==> src/rtl/tdoa_capture.sv <==
// Four-microphone arrival-time capture: timestamps the first onset edge of each mic on a
// tick grid, then presents signed delays relative to mic1 with an ena strobe.
module tdoa_capture #(
    parameter int CLK_DIV = 5000,
    parameter int TIMEOUT = 64,
    parameter int HOLDOFF = 100,
    parameter int ENA_LEN = 16
) (
    input  logic               clk,
    input  logic               rst,
    input  logic [3:0]         onset,
    output logic signed [15:0] delay12,
    output logic signed [15:0] delay13,
    output logic signed [15:0] delay14,
    output logic               ena,
    output logic               busy,
    output logic               timeout_err
);

    // The prescaler doubles as the strobe-length counter, so it must hold either range.
    localparam int CNT_MAX = (CLK_DIV > ENA_LEN) ? CLK_DIV : ENA_LEN;
    localparam int PW      = $clog2(CNT_MAX + 1);

    typedef enum logic [2:0] {
        S_IDLE,
        S_CAPTURE,
        S_COMPUTE,
        S_STROBE,
        S_HOLDOFF
    } state_t;

    state_t             state_q, state_d;
    logic [3:0]         onset_q;
    logic [3:0]         captured_q, captured_d;
    logic [PW-1:0]      presc_q, presc_d;
    logic [15:0]        tick_q, tick_d;
    logic [3:0][15:0]   ts_q, ts_d;
    logic signed [15:0] d12_q, d12_d, d13_q, d13_d, d14_q, d14_d;
    logic               ena_q, ena_d;
    logic               timeout_q, timeout_d;

    logic [3:0]         rise;
    logic [3:0]         new_cap;
    logic               presc_wrap;

    assign rise       = onset & ~onset_q;
    assign new_cap    = rise & ~captured_q;
    assign presc_wrap = (presc_q == PW'(CLK_DIV - 1));

    always_comb begin
        // NOTE: every variable gets a default first so no path through the case infers a latch.
        state_d    = state_q;
        captured_d = captured_q;
        presc_d    = presc_q;
        tick_d     = tick_q;
        ts_d       = ts_q;
        d12_d      = d12_q;
        d13_d      = d13_q;
        d14_d      = d14_q;
        ena_d      = (state_q == S_STROBE);
        timeout_d  = 1'b0;

        case (state_q)
            S_IDLE: begin
                if (|rise) begin
                    presc_d    = '0;
                    tick_d     = '0;
                    captured_d = rise;
                    for (int i = 0; i < 4; i++) begin
                        if (rise[i]) ts_d[i] = '0;
                    end
                    state_d = (&rise) ? S_COMPUTE : S_CAPTURE;
                end
            end

            S_CAPTURE: begin
                if (presc_wrap) begin
                    presc_d = '0;
                    if (tick_q != 16'(TIMEOUT)) tick_d = tick_q + 16'd1;
                end else begin
                    presc_d = presc_q + PW'(1);
                end
                for (int i = 0; i < 4; i++) begin
                    if (new_cap[i]) ts_d[i] = tick_q;
                end
                captured_d = captured_q | new_cap;

                // A completing edge in the timeout cycle keeps the capture alive one more cycle.
                if (&captured_q) begin
                    state_d = S_COMPUTE;
                end else if ((tick_q == 16'(TIMEOUT)) && !(&captured_d)) begin
                    timeout_d = 1'b1;
                    presc_d   = '0;
                    tick_d    = '0;
                    state_d   = S_HOLDOFF;
                end
            end

            S_COMPUTE: begin
                d12_d   = $signed(ts_q[1] - ts_q[0]);
                d13_d   = $signed(ts_q[2] - ts_q[0]);
                d14_d   = $signed(ts_q[3] - ts_q[0]);
                presc_d = '0;
                state_d = S_STROBE;
            end

            S_STROBE: begin
                if (presc_q == PW'(ENA_LEN - 1)) begin
                    presc_d = '0;
                    tick_d  = '0;
                    state_d = S_HOLDOFF;
                end else begin
                    presc_d = presc_q + PW'(1);
                end
            end

            S_HOLDOFF: begin
                if (tick_q == 16'(HOLDOFF)) begin
                    state_d = S_IDLE;
                end else if (presc_wrap) begin
                    presc_d = '0;
                    tick_d  = tick_q + 16'd1;
                end else begin
                    presc_d = presc_q + PW'(1);
                end
            end

            default: state_d = S_IDLE;
        endcase
    end

    always_ff @(posedge clk) begin
        // NOTE: non-blocking assignments keep every flop sampling pre-edge values.
        if (rst) begin
            state_q    <= S_IDLE;
            onset_q    <= '0;
            captured_q <= '0;
            presc_q    <= '0;
            tick_q     <= '0;
            ts_q       <= '0;
            d12_q      <= '0;
            d13_q      <= '0;
            d14_q      <= '0;
            ena_q      <= 1'b0;
            timeout_q  <= 1'b0;
        end else begin
            state_q    <= state_d;
            onset_q    <= onset;
            captured_q <= captured_d;
            presc_q    <= presc_d;
            tick_q     <= tick_d;
            ts_q       <= ts_d;
            d12_q      <= d12_d;
            d13_q      <= d13_d;
            d14_q      <= d14_d;
            ena_q      <= ena_d;
            timeout_q  <= timeout_d;
        end
    end

    assign delay12     = d12_q;
    assign delay13     = d13_q;
    assign delay14     = d14_q;
    assign ena         = ena_q;
    assign timeout_err = timeout_q;
    assign busy        = (state_q != S_IDLE);

endmodule
==> config.mk <==
export PLATFORM = sky130hd
export DESIGN_NAME = tdoa_capture
export DESIGN_NICKNAME = d
export VERILOG_FILES = /design/src/rtl/tdoa_capture.sv
export SDC_FILE = /design/constraint.sdc
export NUM_CORES = 1
export LEC_CHECK = 0
export BUFFER_PORTS_ARGS = -buffer_cell sky130_fd_sc_hd__buf_2
export CORE_MARGIN = 8
export CORE_UTILIZATION = 45
export CTS_BUF_LIST = sky130_fd_sc_hd__clkbuf_4
export DETAILED_ROUTE_END_ITERATION = 16
export PLACE_DENSITY_LB_ADDON = 0.25
export SKIP_CTS_REPAIR_TIMING = 1
export SYNTH_ARGS = -nofsm -noshare
export SYNTH_HDL_FRONTEND = slang
export SYNTH_SLANG_ARGS = --single-unit
==> constraint.sdc <==
create_clock -name clk -period 2.4 [get_ports clk]
set_input_delay 0.12 -clock clk [delete_from_list [all_inputs] [get_ports clk]]
set_output_delay 0.12 -clock clk [all_outputs]
set_load 0.01 [all_outputs]
# Yosys cells after proc, flatten, opt, wreduce, memory -nomap -nowiden
# Index checks and enable logic that the tools add are counted.
[op_classes]
add_sub_neg = 5
eq_ne = 23
n_mux = 36
bitwise = 6
reduce_logical = 20
[ops]
columns = ["operator", "count"]
rows = [
  ["$mux 16", 16],
  ["$pmux 64 s2", 1],
  ["$mux 13", 6],
  ["$pmux 13 s5", 1],
  ["$mux 64", 1],
  ["$pmux 16 s4", 1],
  ["$sub 16x16->16", 3],
  ["$eq 16x7->1 const B", 2],
  ["$reduce_and 4->1", 8],
  ["$ne 2x2->1 const B", 12],
  ["$add 16x1->16 const B", 1],
  ["$ne 16x7->1 const B", 1],
  ["$mux 3", 5],
  ["$pmux 3 s5", 1],
  ["$add 13x1->13 const B", 1],
  ["$eq 13x13->1 const B", 1],
  ["$eq 13x4->1 const B", 1],
  ["$and 4x4->4", 2],
  ["$not 4->4", 2],
  ["$pmux 4 s2", 1],
  ["$eq 3x2->1 const B", 2],
  ["$reduce_and 5->1", 1],
  ["$reduce_bool 5->1", 1],
  ["$mux 4", 1],
  ["other kinds (18)", 18],
]
[word_totals]
regBits = 154
inputBits = 6
out_inout_bits = 51
elab_cells = 104

# Logic depth before layout (Yosys ltp)
[logic_depth]
depth_word = 10
depth_mapped = 11
ltp_nobuf = 10

# Worst setup path after synthesis
# Ideal clock, no wire load.
[synth_timing]
path_kind = "reg2reg"
startpoint = "register tick_q[0]"
endpoint = "register presc_q[7]"
setup_ns = 0.128
t_arrival_ns = 2.516
t_required_ns = 2.272
setup_slack_ns = -0.243
path_stages_with_launch = 10
path_buffers = 0
period_less_slack_ns = 2.643
path_cell_list = "dfxtp_1 -> inv_1 -> ha_1 -> nor4b_1 -> and4_2 -> a311o_1 -> a2111oi_0 -> nand4_1 -> xor2_1 -> nor2_1"
[synth_via]
elab_chain_len = 5
word_cells_on_any_way = 8
classes_between = "eq/ne (3); mux (3); reduce/logical (2)"
[synth_lines]
columns = ["item", "line", "rtl"]
rows = [
  ["start: declaration", "36", "logic [15:0] tick_q, tick_d;"],
  ["start signal: assignment", "151", "tick_q <= tick_d;"],
  ["$eq 16x7->1", "91", "end else if ((tick_q == 16'(TIMEOUT)) && !(&captured_d)) begin"],
  ["$logic_and 1x1->1", "91", ""],
  ["$mux 13", "91", ""],
  ["$mux 13", "89", "if (&captured_q) begin"],
  ["$pmux 13 s5", "63", "case (state_q)"],
  ["end signal: assignment", "150", "presc_q <= presc_d;"],
  ["end: declaration", "35", "logic [PW-1:0] presc_q, presc_d;"],
]
# Parallel ways exist; a longest one is shown, timed or not.
# A chain may end at the register's enable or synchronous reset.

# Worst setup path after layout
[layout_timing]
startpoint = "register tick_q[1]"
endpoint = "register presc_q[8]"
# Same word-level chain as after synthesis.

==> out/qor.yml <==
status:
  result_of_the_run: "finished, violations left"
  violated_checks: "negative setup slack"
detailed_routing:
  drt_first_iter_violations: 467
  drt-pass1-iter-count: 5
  post-route-drc-count: 0
  drt_wl_total_mm: 21.5
  routedWlPerCell_um: 15.5
  total_vias_in_the_final_route: 7718
  detail_route.vias_per_cell: 5.57
  detail-route-antenna-nets: 0
logic_synthesis:
  post_synth_main_area_contributors: "sky130_fd_sc_hd__dfxtp_1 (37%), sky130_fd_sc_hd__ha_1 (7.3%), sky130_fd_sc_hd__nor2_1 (6.4%)"
  synth.distinct_cells: 75
  synthesis.area_um2: 8270
  postSynthNetCount: 1066
  avgSynthCellArea_um2: 8.19
  synth_cells: 1009
  synth-async-reset-ratio_pct: 0
  synth_top_area_share_pct: 37.3
  share_of_the_yosys_chip_area_belonging_to_registers_pct: 37.3
  yosysWarnings: 0
  synthMostInstantiatedCell: "sky130_fd_sc_hd__dfxtp_1"
  synth_top_cells_by_count: "sky130_fd_sc_hd__dfxtp_1 (154), sky130_fd_sc_hd__nor2_1 (142), sky130_fd_sc_hd__nand2_1 (114)"
  yosys_register_bits: 154
  post-synth-top-area-cell: "sky130_fd_sc_hd__dfxtp_1"
  synth_edf_count: 0
  synthFlopType: "sky130_fd_sc_hd__dfxtp_1"
power:
  totalPowerFinal_uw: 6690
  ir_drop_uv: 576
  cellPowerDensity_nw_per_um2: 655
  static-leakage-power_uw: 0.00399
sta:
  rsz0062_at_grt: "true"
  slew_headroom_pct: 54.9
  timing_hold_violations_final: 0
  tightestPinTransition_ns: 0.677
  number_of_max_slew_violations_in_the_final_report: 0
  totalNegativeSetupSlack_ns: -1.82
  postLayoutSetupSlackWorst_ns: -0.169
  final.hold.worst_slack_ns: 0.0624
  finalCriticalPeriod_ns: 2.57
  finalCritPeriodShare_pct: 107
  fin_worst_skew_ns: 0.0184
  setup_viol: 19
  fmax_mhz: 389
global_route:
  first_global_vias: 6989
  total_routing_usage_reported_by_global_routing_pct: 18.2
  antenna_found_initial: 1
  grt_max_degree: 141
  grt_first_pass_wirelength_mm: 33.9
  grt_remaining_overflow: 0
clocking:
  cts.sinks: 154
  clock-root-buffer: "sky130_fd_sc_hd__clkbuf_4"
  cts_max_level: 4
  clock_latency_ns: 0.58
  numCtsBuffers: 17
  cts_max_path_buffers: 2
  tritoncts: "done"
  clk_transition_reported_paths_ns: 0.14
worst_hold_path:
  worst_hold_path_type: "input port to flop"
placement:
  number_of_buffer_cells_added_on_primary_ports: 56
  placed_area_um2: 9410
  place_inst: 1337
  gp_congestion: 0.851
  detailed_place_hpwl_mm: 15.0
critical_path:
  critical_path.endpoint_type: "flop"
  required_time_of_the_critical_path_ns: 2.92
  worstPathArrival_ns: 3.09
  max_fanout_on_critical_path: 2
  timing.critical_path.slowest_cell_delay_ns: 0.52
  timing.critical_path.slowest_stage_cell: "sky130_fd_sc_hd__or4_1"
  ff2ff_setup_slack_ns: -0.17
  setup.worst_path.start_class: "flop"
  critical_path_class: "flop to flop"
  cp_cell_sequence: "inv_2 -> ha_4 -> nor4b_4 -> and4_4 -> a311o_1 -> buf_6 -> a2111oi_4 -> nand2_1 -> or4_1 -> a31oi_1"
die:
  fp.coreArea_um2: 18000
  die-width_um: 152
  initial_utilization_pct: 45.9
  design.die.area_um2: 23000
  floorplan.io_pins: 57
  chipHeight_um: 152
  row_count: 49
layout:
  final_layout_size_suffix_gt1_share_pct: 26.5
  filler_cells_inserted: 1672
  final_net_count: 1199
  syn2layout_area_growth_pct: 23.5
  layoutNonFillerInstCount: 1385
  postLayoutCellArea_um2: 10200
flow_run:
  maxCapViolations: 0
-- report_power, final --
group	switching, uW	internal [uW]
clock	943	629
sequential	91.4	2660
combinational	1490	882
-- cell families after synthesis --
group           count (synthesis)  synth area share [%]
compound gates                260                  22.1
xor+xnor                       31                  3.28
fa+ha+maj                      51                  7.99
buf+inv                        90                  5.07
flops                         154                  37.3
mux                             2                 0.242
simple gates                  421                  24.0
-- stage by stage --
stage | util [%] | setup WS, ns
CTS | 53.7 | -0.120
global placement | 52.2 | -0.0698
global route | 56.6 | -0.255
detailed placement | 52.2 | -0.112
finish | 56.6 | -0.169
floorplan | - | -0.0399
-- path summary, 6_finish.rpt --
check,from,to,depth (start not counted)
setup reg to reg,tick_q[1],presc_q[8],10
hold / removal,rst,delay12[13],4
hold reg to reg,delay12[10],delay12[10],2
setup / recovery,tick_q[1],presc_q[8],10
-- layout make-up --
| type | count | area (um^2) | area share, % |
|---|---|---|---|
| multi-input cells | 765 | 5140 | 50.4 |
| flip-flops and latches | 154 | 3110 | 30.4 |
| repair buffers | 174 | 1290 | 12.6 |
| well taps | 229 | 287 | 2.81 |
| diodes | 1 | 2.50 | 0.0245 |
| clock inverters | 13 | 128 | 1.25 |
| clock buffers | 19 | 143 | 1.40 |
| inverters | 30 | 113 | 1.10 |
-- state kept, by name (all words and copies together) (netlist names) --
name,count
presc_q,13
ena,1
captured_q,4
delay14,16
delay13,16
delay12,16
ts_q,64
timeout_err,1
onset_q,4
tick_q,16
state_q,3
-- worst max-delay path: cells and delay by family (launching register included) --
family,cells,cell delay [ns]
fa+ha+maj,1,0.15
simple gates,4,0.92
flops,1,0.36
buf+inv,2,0.18
compound gates,3,0.91
-- routing by layer --
layer / track usage [%] / wire (um)
met5: 0 / 0
met4: 5.49 / 288
met3: 3.50 / 1040
met2: 30.2 / 10200
met1: 23.7 / 10000
-- cell usage in the layout (no fill, tap or decap), types with 17 or more instances in the layout --
cell type                    n
sky130_fd_sc_hd__nor3_1     23
sky130_fd_sc_hd__o21ai_0    19
sky130_fd_sc_hd__a32oi_1    32
sky130_fd_sc_hd__nand3_1    40
sky130_fd_sc_hd__nand2_1   112
sky130_fd_sc_hd__nor2_1    142
sky130_fd_sc_hd__clkbuf_4   19
sky130_fd_sc_hd__ha_1       40
sky130_fd_sc_hd__buf_4     100
sky130_fd_sc_hd__a21oi_1    81
sky130_fd_sc_hd__inv_1      24
sky130_fd_sc_hd__nor2b_1    17
sky130_fd_sc_hd__buf_2      55
sky130_fd_sc_hd__dfxtp_1   139
(Power assumes the default switching activity.)
